==> config.mk <==
export PLATFORM = sky130hd
export DESIGN_NAME = ext_bus_sequencer
export DESIGN_NICKNAME = d
export VERILOG_FILES = /design/src/rtl/ext_bus_pkg.sv /design/src/rtl/rr_arbiter2.sv /design/src/rtl/ext_bus_sequencer.sv
export SDC_FILE = /design/constraint.sdc
export NUM_CORES = 1
export LEC_CHECK = 0
export ABC_AREA = 1
export CAP_MARGIN = 20
export CORE_AREA = 2 2 70 122
export DETAILED_ROUTE_END_ITERATION = 6
export DIE_AREA = 0 0 72 124
export HOLD_SLACK_MARGIN = 0.05
export PLACE_DENSITY = 0.61
export RECOVER_POWER = 25
export SETUP_SLACK_MARGIN = 0.15
export SKIP_CTS_REPAIR_TIMING = 1
export SLEW_MARGIN = 20
export SYNTH_ARGS = -nofsm -noshare
export SYNTH_HDL_FRONTEND = slang
export SYNTH_SLANG_ARGS = --single-unit
==> constraint.sdc <==
create_clock -name clk -period 4 [get_ports clk]
set_clock_uncertainty 0.05 [all_clocks]
set_input_delay 1.2 -clock clk [delete_from_list [all_inputs] [get_ports clk]]
set_output_delay 1.2 -clock clk [all_outputs]
set_load 0.01 [all_outputs]
==> src/rtl/ext_bus_pkg.sv <==
// Shared types and encodings for the multiplexed external bus sequencer.
// Holds the FSM state enum, the pad drive/release patterns and the rw encodings.
package ext_bus_pkg;

    typedef enum logic [2:0] {
        IDLE = 3'd0,
        ADDR = 3'd1,
        WAIT = 3'd2,
        DATA = 3'd3,
        TURN = 3'd4
    } state_t;

    localparam logic [7:0] BUS_DRIVE   = 8'hFF;
    localparam logic [7:0] BUS_RELEASE = 8'h00;

    localparam logic RW_READ  = 1'b1;
    localparam logic RW_WRITE = 1'b0;

    // Pad pattern for the WAIT/DATA phases: writes drive wdata, reads float the bus.
    function automatic logic [7:0] data_phase_byte(input logic we, input logic [7:0] wdata);
        return we ? wdata : 8'h00;
    endfunction

    function automatic logic [7:0] data_phase_en(input logic we);
        return we ? BUS_DRIVE : BUS_RELEASE;
    endfunction

endpackage

==> src/rtl/rr_arbiter2.sv <==
// Two-way round-robin arbiter: on a tie the requester that was not granted last wins.
// last_grant only moves when the sequencer strobes i_update while a grant is valid.
module rr_arbiter2
    import ext_bus_pkg::*;
(
    input  logic       i_clk,
    input  logic       i_rst_n,
    input  logic       i_req0,
    input  logic       i_req1,
    input  logic       i_update,
    output logic       o_grant_valid,
    output logic [1:0] o_grant
);

    logic r_last_m1;

    assign o_grant_valid = i_req0 | i_req1;

    always_comb begin
        o_grant = 2'b00;
        if (i_req0 && i_req1) begin
            o_grant = r_last_m1 ? 2'b01 : 2'b10;
        end else if (i_req0) begin
            o_grant = 2'b01;
        end else if (i_req1) begin
            o_grant = 2'b10;
        end
    end

    // Reset to "m1 last" so m0 wins the very first tie.
    always_ff @(posedge i_clk or negedge i_rst_n) begin
        if (!i_rst_n) begin
            r_last_m1 <= 1'b1;
        end else if (i_update && o_grant_valid) begin
            r_last_m1 <= o_grant[1];
        end
    end

endmodule

==> src/rtl/ext_bus_sequencer.sv <==
// Sequences ADDR/WAIT/DATA/TURN phases of the shared 8-bit multiplexed bus for two
// requesters; every pad and handshake output comes straight from a register.
module ext_bus_sequencer
    import ext_bus_pkg::*;
#(
    parameter int unsigned WAIT_CYCLES = 1,
    parameter int unsigned TIMEOUT     = 16
) (
    input  logic       clk,
    input  logic       rst,
    input  logic       m0_req,
    input  logic       m0_we,
    input  logic [7:0] m0_addr,
    input  logic [7:0] m0_wdata,
    output logic       m0_ack,
    input  logic       m1_req,
    input  logic       m1_we,
    input  logic [7:0] m1_addr,
    input  logic [7:0] m1_wdata,
    output logic       m1_ack,
    output logic [7:0] rdata,
    output logic       err,
    output logic       busy,
    input  logic [7:0] bus_in,
    output logic [7:0] bus_out,
    output logic [7:0] bus_en,
    output logic       ale,
    output logic       rw,
    input  logic       bus_rdy,
    output state_t     dbg_state
);

    localparam int unsigned WAIT_LOAD_I  = (WAIT_CYCLES > 0) ? WAIT_CYCLES - 1 : 0;
    localparam logic [3:0]  WAIT_LOAD    = 4'(WAIT_LOAD_I);
    localparam logic [7:0]  TIMEOUT_LAST = 8'(TIMEOUT - 1);

    state_t     r_state;
    logic       r_we;
    logic [7:0] r_wdata;
    logic       r_gnt_m1;
    logic [3:0] r_wait_cnt;
    logic [7:0] r_tmo_cnt;
    logic       r_ale;
    logic       r_rw;
    logic [7:0] r_bus_en;
    logic [7:0] r_bus_out;
    logic       r_m0_ack;
    logic       r_m1_ack;
    logic [7:0] r_rdata;
    logic       r_err;
    logic       r_busy;

    logic       w_grant_valid;
    logic [1:0] w_grant;
    logic       w_arb_update;
    logic       w_sel_we;
    logic [7:0] w_sel_addr;
    logic [7:0] w_sel_wdata;

    assign w_arb_update = (r_state == IDLE);

    rr_arbiter2 u_arb (
        .i_clk         (clk),
        .i_rst_n       (rst),
        .i_req0        (m0_req),
        .i_req1        (m1_req),
        .i_update      (w_arb_update),
        .o_grant_valid (w_grant_valid),
        .o_grant       (w_grant)
    );

    assign w_sel_we    = w_grant[1] ? m1_we    : m0_we;
    assign w_sel_addr  = w_grant[1] ? m1_addr  : m0_addr;
    assign w_sel_wdata = w_grant[1] ? m1_wdata : m0_wdata;

    // Outputs are registered one step ahead: each transition loads the pad values
    // that belong to the state being entered.
    always_ff @(posedge clk or negedge rst) begin
        if (!rst) begin
            r_state    <= IDLE;
            r_we       <= 1'b0;
            r_wdata    <= 8'h00;
            r_gnt_m1   <= 1'b0;
            r_wait_cnt <= 4'd0;
            r_tmo_cnt  <= 8'd0;
            r_ale      <= 1'b0;
            r_rw       <= RW_READ;
            r_bus_en   <= BUS_RELEASE;
            r_bus_out  <= 8'h00;
            r_m0_ack   <= 1'b0;
            r_m1_ack   <= 1'b0;
            r_rdata    <= 8'h00;
            r_err      <= 1'b0;
            r_busy     <= 1'b0;
        end else begin
            r_m0_ack <= 1'b0;
            r_m1_ack <= 1'b0;
            case (r_state)
                IDLE: begin
                    if (w_grant_valid) begin
                        r_gnt_m1  <= w_grant[1];
                        r_we      <= w_sel_we;
                        r_wdata   <= w_sel_wdata;
                        r_ale     <= 1'b1;
                        r_bus_out <= w_sel_addr;
                        r_bus_en  <= BUS_DRIVE;
                        r_rw      <= w_sel_we ? RW_WRITE : RW_READ;
                        r_busy    <= 1'b1;
                        r_state   <= ADDR;
                    end
                end
                ADDR: begin
                    r_ale      <= 1'b0;
                    r_bus_out  <= data_phase_byte(r_we, r_wdata);
                    r_bus_en   <= data_phase_en(r_we);
                    r_wait_cnt <= WAIT_LOAD;
                    r_tmo_cnt  <= 8'd0;
                    r_state    <= (WAIT_CYCLES > 0) ? WAIT : DATA;
                end
                WAIT: begin
                    if (r_wait_cnt == 4'd0) begin
                        r_state <= DATA;
                    end else begin
                        r_wait_cnt <= r_wait_cnt - 4'd1;
                    end
                end
                DATA: begin
                    // A ready in the last allowed cycle still beats the timeout.
                    if (bus_rdy || (r_tmo_cnt == TIMEOUT_LAST)) begin
                        if (bus_rdy) begin
                            if (!r_we) begin
                                r_rdata <= bus_in;
                            end
                            r_err <= 1'b0;
                        end else begin
                            r_rdata <= 8'h00;
                            r_err   <= 1'b1;
                        end
                        r_m0_ack  <= ~r_gnt_m1;
                        r_m1_ack  <= r_gnt_m1;
                        r_bus_en  <= BUS_RELEASE;
                        r_bus_out <= 8'h00;
                        r_ale     <= 1'b0;
                        r_rw      <= RW_READ;
                        r_state   <= TURN;
                    end else begin
                        r_tmo_cnt <= r_tmo_cnt + 8'd1;
                    end
                end
                TURN: begin
                    r_err   <= 1'b0;
                    r_busy  <= 1'b0;
                    r_state <= IDLE;
                end
                default: begin
                    r_bus_en <= BUS_RELEASE;
                    r_busy   <= 1'b0;
                    r_state  <= IDLE;
                end
            endcase
        end
    end

    assign m0_ack    = r_m0_ack;
    assign m1_ack    = r_m1_ack;
    assign rdata     = r_rdata;
    assign err       = r_err;
    assign busy      = r_busy;
    assign bus_out   = r_bus_out;
    assign bus_en    = r_bus_en;
    assign ale       = r_ale;
    assign rw        = r_rw;
    assign dbg_state = r_state;

endmodule

* Word level (Yosys, flattened, before mapping)
Index checks and enable logic that the tools add are counted.
** Word-level totals
- Input port bits :: 47
- Register bits after elaboration :: 56
** Cells by class
- Multiplexer cells :: 39
- Bitwise gates (word level) :: 4
- Reduce and logical (&&, ||, !) cells :: 22
- Eq/ne operators :: 11
- $add $sub $neg :: 2
** Operators with widths (count)
- $mux 8 :: 10
- $pmux 8 s4 :: 1
- $pmux 8 s3 :: 1
- $pmux 8 s2 :: 1
- $reduce_and 3->1 :: 5
- $mux 1 :: 12
- $ne 2x2->1 const B :: 6
- $pmux 3 s4 :: 1
- $reduce_and 2->1 :: 5
- $mux 3 :: 3
- $add 8x1->8 const B :: 1
- $eq 8x4->1 const B :: 1
- $mux 2 :: 4
- $pmux 4 s2 :: 1
- $reduce_bool 2->1 :: 4
- $eq 3x2->1 const B :: 2
- $pmux 1 s2 :: 3
- $logic_not 4->1 :: 1
- $mux 4 :: 1
- $sub 4x1->4 const B :: 1
- $eq 3x1->1 const B :: 1
- $eq 3x3->1 const B :: 1
- $logic_not 3->1 :: 1
- $not 1->1 :: 3
- 7 further kinds :: 8

* Longest topological paths before layout
Gate-level depths: netlist (run 1).
- Depth in word-level cells :: 7
- Gate-level depth with buffers :: 9
- Gate-level depth less buffers :: 9

* By module
From an unflattened synthesis (run 1), not the netlist that was laid out.
** Second synthesis, totals
- Cells, all modules :: 345
- Area, all modules :: 2626.3 um^2
** Modules (own cells, without submodules)
- ext_bus_sequencer :: cells an instance 334, area an instance 2558.7 um^2, instances 1
- rr_arbiter2 :: cells an instance 11, area an instance 67.6 um^2, instances 1

* Worst setup path after synthesis (run 1)
Ideal clock, no wire load.
- Path kind :: input port to flip-flop
- Start :: input port bus_rdy
- End :: register r_rdata[0] (netlist: rdata[0])
- Stages on the path :: 7
- Arrival :: 1955 ps
- Required time :: 3832 ps
- Library setup time :: 118 ps
- Slack :: 1877 ps
- Cell sequence :: buf_2 -> inv_1 -> nand4_1 -> nand2_2 -> nand2_2 -> nand2_1 -> nand2_1
** On the way
- Word-level cells in the longest chain between the ends :: 2
** Ends and longest elaborated chain
- start: declaration :: line ext_bus_sequencer.sv:29 : input logic bus_rdy,
- $ne 2x2->1 (no source line) or $logic_or 1x1->1 (tied branches)
- $reduce_and 3->1 (no source line)
- end signal: assignment :: line ext_bus_sequencer.sv:132 : r_rdata <= bus_in;
- end: declaration :: line ext_bus_sequencer.sv:49 : logic [7:0] r_rdata;
Several ways; a longest one is shown, not always the timed one.
A chain may end at the register's enable or synchronous reset.

==> results of run 1 <==
-- flip-flops by register name, indices dropped and copies added, names as in the netlist --
register         flops
bus_en               1
m0_ack               1
err                  1
r_wdata              8
r_wait_cnt           4
ale                  1
dbg_state            3
r_tmo_cnt            8
rdata                8
u_arb.r_last_m1      1
busy                 1
rw                   1
r_gnt_m1             1
bus_out              8
m1_ack               1
r_we                 1
-- path summary, 6_finish.rpt --
path                                   start            to  slack (ns)  cells after the start
worst max-delay path                     rst  dbg_state[0]        1.32                      1
worst min register to register      r_gnt_m1        m0_ack        0.37                      1
min in group asynchronous                rst  r_tmo_cnt[3]        1.42                      1
max in group clk                      m1_req            rw        1.35                      8
worst min-delay path                r_gnt_m1        m0_ack        0.37                      1
worst max register to register  dbg_state[2]  r_tmo_cnt[5]        2.02                      8
-- metal layers --
layer,wire length [um],vias to the layer above,GRT usage
li1,-,1260,-
met1,2700,1145,0.186
met2,3810,61,0.321
met3,261,8,0.0275
met4,146,0,0.0696
met5,0,-,0
-- through the flow --
step                      cell area (um2)  cells  setup slack, ns  utilization
after global placement               3480    508             1.11        0.441
final                                3650    516             1.32        0.461
after global routing                 3650    516            0.928        0.461
after detailed placement             3480    508             1.05        0.441
after CTS                            3660    516             1.36        0.462
after floorplan                      2690    353             1.88            -
-- layout make-up --
cell class / instances / area, um2
sequential: 49 / 1230
clock inverter: 1 / 30.0
tap: 90 / 113
fill: 819 / 4260
inverter: 59 / 221
timing repair buffer: 81 / 800
multi-input combinational: 229 / 1110
clock buffer: 7 / 143
-- report_power, final --
group,switching (W),leakage (nW),internal [W]
clock network,0.000181,0.0841,0.000313
registers,0.000108,0.631,0.000688
logic,0.000615,1.09,0.000495
total,0.000904,1.80,0.00149
-- cells by family after synthesis --
logic type | count (synthesis) | share of synthesized area
buffers and inverters | 75 | 0.127
flip-flops | 49 | 0.456
AND/OR/NAND/NOR | 180 | 0.306
AO/OA/AOI/OAI | 44 | 0.0901
adder cells (fa/ha/maj) | 3 | 0.0139
XOR/XNOR | 2 | 0.00651
-- placed cells by master, fill, tap and decap left out, drive strengths merged, types with 2 or more instances in the layout --
| master | instances |
|---|---|
| ha | 3 |
| clkdlybuf4s50 | 78 |
| o22ai | 9 |
| dfrtp | 47 |
| o31ai | 2 |
| a31oi | 2 |
| nand2 | 103 |
| clkbuf | 8 |
| nand4 | 12 |
| buf | 2 |
| o21ai | 27 |
| nor2 | 23 |
| inv | 59 |
| dfstp | 2 |
| a21oi | 4 |
| nand3 | 42 |
==> impl_metrics.yaml, run 1 <==
global_routing:
  grt_pass1_vias: 2422
  grt_max_degree: 37
  grt_pass1_wl_um: 11600
  grt.overflow.total: 0
  antenna_found_initial: 0
  grtUsageTotal: 0.171
synth:
  syn-num-nets: 403
  synth-seq-cells: 49
  netlist_area_um2: 2690
  netlist.area_leader.share: 0.437
  synth_sequential_area_ratio: 0.456
  synth-edff-count: 0
  syn_inst: 353
  synth_flop_cell: "dfrtp_1"
  synth_common_cells: "nand2_1, inv_1, dfrtp_1"
  yosys_warnings: 0
  synth_area_leaders: "dfrtp_1, nand2_1, inv_1, nand3_1, o21ai_0"
  synth_top_cell_by_area: "dfrtp_1"
  postSynth.asyncResetShare: 1.00
  syn_area_per_cell_um2: 7.63
  synth_most_common_cell: "nand2_1"
  yosysUniqueCellTypes: 28
worst_setup_path:
  crit_buf_inv: 1
  worstPathMaxFanout: 36
  slowest_delay_ns: 1.41
  crit_path_end_kind: "asynchronous set/reset pin"
  crit_type: "primary input to asynchronous set/reset pin"
  crit_chain: "clkbuf_1"
  critical_path_required_ns: 3.95
  cp-start-kind: "primary input"
  path_delay_family: "buffers and inverters"
  arrival_ns: 2.63
  slowest_stage: "clkbuf_1"
routing:
  avgRoutedWirePerCell_um: 13.4
  drt-initial-drc-count: 130
  wirelength_um: 6910
  vias: 2474
  ant_nets: 0
  drc: 0
  dr.pass1.iters: 4
  via_per_inst: 4.79
clock_network:
  insertion_delay_ns: 0.29
  cts_tree: "done"
  numCtsBuffers: 5
  clockBufferDepth: 2
  cts_max_level: 2
  clock-sinks: 49
  root_buffer: "clkbuf_16"
  clkSlewWorstSetupHoldPaths_ns: 0.06
sta:
  fmaxAchievable_mhz: 373
  grt_setup_unrepaired: "no"
  whs_ns: 0.370
  drv_slew: 37
  tns_ns: 0
  final_hold_viol_count: 0
  setup-violations-final: 0
  maxSlewHeadroom: -0.339
  post-route-period-util: 0.669
  worstMarginPinSlew_ns: 2.01
  fin_crit_ns: 2.68
run:
  maxCapViolations: 1
floorplanning:
  num_rows: 43
  io_pins: 80
  coreArea_um2: 7910
  die_area_um2: 8930
  fp.dieW_um: 72
  die-height_um: 124
  initial_utilization: 0.340
layout:
  fin_nets: 475
  drive_gt1_frac: 0.0610
  syn_to_final_growth_pct: 35.5
  n_antenna_cell: 0
run_status:
  violations: "max-capacitance violations, max-slew violations"
  outcome: "finished with violations"
place:
  gp_congestion: 0.842
  portBuffers: 79
  dpl.hpwl_um: 5400
power:
  vdd_drop_max_uv: 287
  total_power_w: 0.00240
  p_leak_nw: 1.80
  power_density_nw_per_um2: 657
min_path:
  min_path_type: "flop to flop"
Power figures use the tool's default switching activity.
==> inputs of run 2 (changes only) <==
==> constraint.sdc (replaced) <==
create_clock -name clk -period 2.5 [get_ports clk]
set_clock_uncertainty 0.05 [all_clocks]
set_input_delay 0.75 -clock clk [delete_from_list [all_inputs] [get_ports clk]]
set_output_delay 0.75 -clock clk [all_outputs]
set_load 0.01 [all_outputs]
==> run 2 against run 1 <==
Setup slack worse by 1.0 ns. Routed wire length up 1.1%. Clock power up 58%. Worst hold slack better by 0.018 ns. The run now ends clean. Cell area up 1.3%. Register-to-register slack worse by 1.3 ns. Die area unchanged. First-iteration DRC count down 11%. Non-clock buffer count up 5.
==> impl_metrics.yaml, run 2 (synthesis gave the netlist of run 1 again) <==
routing:
  vias: 2480
  ant_nets: 0
  via_per_inst: 4.76
  avgRoutedWirePerCell_um: 13.4
  dr.pass1.iters: 4
  drt-initial-drc-count: 116
  drc: 0
  wirelength_um: 6990
floorplanning:
  num_rows: 43
  die_area_um2: 8930
  initial_utilization: 0.340
  coreArea_um2: 7910
  die-height_um: 124
  fp.dieW_um: 72
  io_pins: 80
place:
  dpl.hpwl_um: 5580
  portBuffers: 79
  place_inst: 513
  place_ws_ns: 0.251
  gp_congestion: 0.799
clock_network:
  root_buffer: "clkbuf_16"
  clkSlewWorstSetupHoldPaths_ns: 0.06
  clock-sinks: 49
  clockBufferDepth: 2
  cts_tree: "done"
  numCtsBuffers: 5
  cts_max_level: 2
  insertion_delay_ns: 0.28
global_routing:
  grt.overflow.total: 0
  grtUsageTotal: 0.171
  grt_pass1_vias: 2612
  grt_pass1_wl_um: 12000
  grt_max_degree: 36
  antenna_found_initial: 0
layout:
  syn_to_final_growth_pct: 37.2
  fin_nets: 480
  finalNonFillerCells: 521
  n_antenna_cell: 0
  drive_gt1_frac: 0.0789
  final_util: 0.467
  layout_commonest_cell: "nand2_1"
  final_cell_mix: "nand2_1, clkdlybuf4s50_1, inv_1"
sta:
  worst_slack_ns: 0.326
  final_hold_viol_count: 0
  fin_crit_ns: 2.17
  grt_setup_unrepaired: "no"
  drv_slew: 0
  fmaxAchievable_mhz: 460
  maxSlewHeadroom: 0.474
  worstMarginPinSlew_ns: 0.789
  tns_ns: 0
  setup-violations-final: 0
  post-route-period-util: 0.870
worst_setup_path:
  cp-start-kind: "flop"
  crit_buf_inv: 1
  worstPathMaxFanout: 2
  rr_worst_depth: 8
  critical_path_required_ns: 1.70
  crit_path_end_kind: "primary output"
  slowest_delay_ns: 0.55
  cp.depth: 1
  arrival_ns: 1.37
  path_delay_family: "buffers and inverters"
  crit_type: "flop to primary output"
  crit_chain: "clkdlybuf4s50_1"
  slowest_stage: "clkdlybuf4s50_1"
min_path:
  hold_depth: 1
  min_path_type: "flop to flop"
power:
  vdd_drop_max_uv: 434
  p_leak_nw: 1.83
  power_density_nw_per_um2: 1050
run_status:
  outcome: "completed"
run:
  maxCapViolations: 0
run 2: metrics by stage:
step / instance area [um2] / hold WS [ns] / total power [W]
floorplan: 2690 / 0.353 / 0.00239
global route: 3690 / 0.424 / 0.00421
finish: 3690 / 0.388 / 0.00388
CTS: 3690 / 0.394 / 0.00393
global placement: 3520 / 0.378 / 0.00311
detailed placement: 3520 / 0.391 / 0.00314
run 2: power breakdown:
group          internal, W  switching, W  total (W)
Clock             0.000500      0.000281   0.000781
Sequential         0.00110      0.000186    0.00129
Combinational     0.000809       0.00100    0.00181
run 2: final timing paths:
kind / from / to / slack [ns]
max in group asynchronous: rst / r_wait_cnt[2] / 1.28
min: r_gnt_m1 / m0_ack / 0.39
max: rw / rw / 0.33
max reg2reg: dbg_state[2] / r_tmo_cnt[5] / 0.68
min reg2reg: r_gnt_m1 / m0_ack / 0.39
min in group asynchronous: rst / r_tmo_cnt[5] / 0.50
run 2: layer usage:
metal | track usage | vias up | wire, um
met1 | 0.185 | 1136 | 2590
met5 | 0 | - | 0
met3 | 0.0243 | 10 | 244
met2 | 0.328 | 61 | 4000
li1 | - | 1273 | -
met4 | 0.0684 | 0 | 158
run 2: final cells by class:
class                      instances  area, um2
multi-input combinational        229       1120
tap                               90        113
inverter                          59        221
timing repair buffer              86        838
fill                             811       4210
clock inverter                     1       30.0
clock buffer                       7        143
sequential                        49       1230
run 2: worst reg2reg max path, stage by stage, from the launching register on:
cell and delay, ns:
dfrtp_1 0.43, inv_1 0.13, nand2_4 0.12, nor2_4 0.29, nand3_4 0.31, inv_1 0.22, nand2_1 0.07, nand2_1 0.06
nand2_1 0.04
==> patch, RTL diff (settings of run 2) <==
Reset style: synchronous (`i_rst_n` and `rst`), changed in 2 clocked blocks.
--- a/src/rtl/rr_arbiter2.sv
+++ b/src/rtl/rr_arbiter2.sv
@@ -30,3 +30,3 @@
     // Reset to "m1 last" so m0 wins the very first tie.
-    always_ff @(posedge i_clk or negedge i_rst_n) begin
+    always_ff @(posedge i_clk) begin
         if (!i_rst_n) begin
--- a/src/rtl/ext_bus_sequencer.sv
+++ b/src/rtl/ext_bus_sequencer.sv
@@ -77,3 +77,3 @@
     // that belong to the state being entered.
-    always_ff @(posedge clk or negedge rst) begin
+    always_ff @(posedge clk) begin
         if (!rst) begin
Formal check against the unedited RTL: differs if rst is asserted again (counterexample within 4 cycles, from zero or initial values and one cycle with rst low); with rst held inactive, the same outputs for 10 cycles.
==> patch against run 2 <==
- setup slack lost 0.071 ns
- clock power decreased by 15%
- core utilization down 1.9 points
- synthesized area down 3.7%
- final area down 4.1%
- critical endpoint is now dbg_state[1]
- power down 14%
- count of clock-buffer cells in the layout fell by 2
- wire length down 2.4%
- sequential cell count stayed put
- cell count increased by 4.0%
- global-route usage decreased by 1.4 points
- first-iteration DRC count up 3.4%
- largest cell class is now multi-input combinational cells
- register-to-register slack lost 0.30 ns
==> patch: results (changes against run 2) <==
status: "complete, no violations"
synth_common_cells: "100 x nand2_1, 49 x dfxtp_1, 43 x nor2_1"
slowest_delay_ns: 0.61  # +0.06 ns
rr_worst_depth: 7  # -1
gp_congestion: 0.892  # +12%
ys.flop_type: "dfxtp_1"
critical_path.startpoint: "dbg_state[1]"
final_nets: 501  # +4.4%
p_seq_share_pct: 34.8  # +1.6 points
synth_cells: 382  # +8.2%
critPathMaxFanout: 4  # +2
dr_total_vias: 2603  # +5.0%
synth-xor-area-share_pct: 0.338  # -0.31 points
comb_cell_power_mw: 1.50  # -17%
yosysSeqAreaShare_pct: 37.8  # -7.8 points
syn_nets: 432  # +7.2%
synth.distinct_cells: 30  # +7.1%
routed_wl_mm: 6.83  # -2.4%
max-slew-margin-rel_pct: 54.2  # +6.8 points
hold_path_end: "rdata[0]"
drive_above_1_share_pct: 5.75  # -2.1 points
drtIter0Drc: 120  # +3.4%
first_global_vias: 2427  # -7.1%
wl_per_cell_microns: 12.6  # -6.2%
p_sw_mw: 1.30  # -12%
min_path_cells: 2  # +1
r2r_start: "dbg_state[2]"
rr_endpoint: "r_wait_cnt[1]"
max-vdd-ir-drop_v: 0.000423  # -2.4%
globalRouteTotalUtil_pct: 15.7  # -1.4 points
fillers: 797  # -1.7%
place_hpwl_mm: 5.34  # -4.3%
synth-async-reset-ratio_pct: 0  # -100 points
synthAdderAreaFrac_pct: 1.45  # +0.054 points
grt_start_max_net_pins: 29  # -19%
min-delay-start: "rdata[0]"
met3_usage_pct: 2.67  # +0.24 points
use_met1_pct: 16.4  # -2.0 points
r2r_setup_slack_ns: 0.38  # -0.30 ns
place_ws_ns: 0.189  # -0.0617 ns
timing.final.crit_period_ns: 2.25  # +0.0713 ns
synth_compound_area_share_pct: 13.8  # +4.8 points
leakagePower_nw: 1.51  # -18%
dp.cells: 534  # +4.1%
grt_first_pass_wirelength_mm: 10.9  # -9.5%
patch: cell count changes after synthesis, moves of 4 or more:
cell,before,now
dfrtp_1,47,0
o22ai_1,9,0
clkbuf_1,0,5
nand2_1,95,100
dfxtp_1,0,49
inv_1,56,38
o21ai_1,6,0
nor3_1,0,4
a21oi_1,4,39
nand3_1,40,25
nor2_1,20,43
patch: cell type report:
class	instances	share of cell area (%)
Timing Repair Buffer	85	23.9
Clock buffer	5	3.53
Sequential cell	49	27.7
Multi-Input combinational cell	266	36.3
Clock inverter	3	0.635
Inverter	44	4.73
Tap cell	90	3.18
patch: worst reg2reg max path: cells and delay by family (launching register included):
| family | cells | cell delay [ns] |
|---|---|---|
| DFF | 1 | 0.41 |
| and+or+nand+nor | 4 | 0.88 |
| buffers and inverters | 2 | 0.43 |
| AOI/OAI and AO/OA | 1 | 0.22 |
patch: kinds of logic (layout without fill, tap and decap cells):
group / count (synthesis) / in the layout
flip-flops: 49 / 49
XOR/XNOR: 1 / 1
AO/OA/AOI/OAI: 67 / 67
adder cells (fa/ha/maj): 3 / 3
buffers and inverters: 67 / 137
AND/OR/NAND/NOR: 195 / 195
patch: routing by layer:
metal	part of all wire, %	vias to the layer above	wire length [microns]
met2	54	81	3720
met4	3.3	0	228
met3	4.9	14	335
li1	-	1359	-
met1	37	1149	2550
met5	0	-	0
patch: through the flow:
step | utilization [%] | total power [mW] | cell area [sq um] | hold slack, ns
4_1_cts | 44.9 | 3.38 | 3550 | 0.412
6_report | 44.8 | 3.33 | 3540 | 0.412
2_1_floorplan | - | 2.19 | 2590 | 0.366
3_3_place_gp | 43.0 | 2.68 | 3400 | 0.400
5_1_grt | 44.8 | 3.60 | 3540 | 0.428
3_5_place_dp | 43.0 | 2.70 | 3400 | 0.402
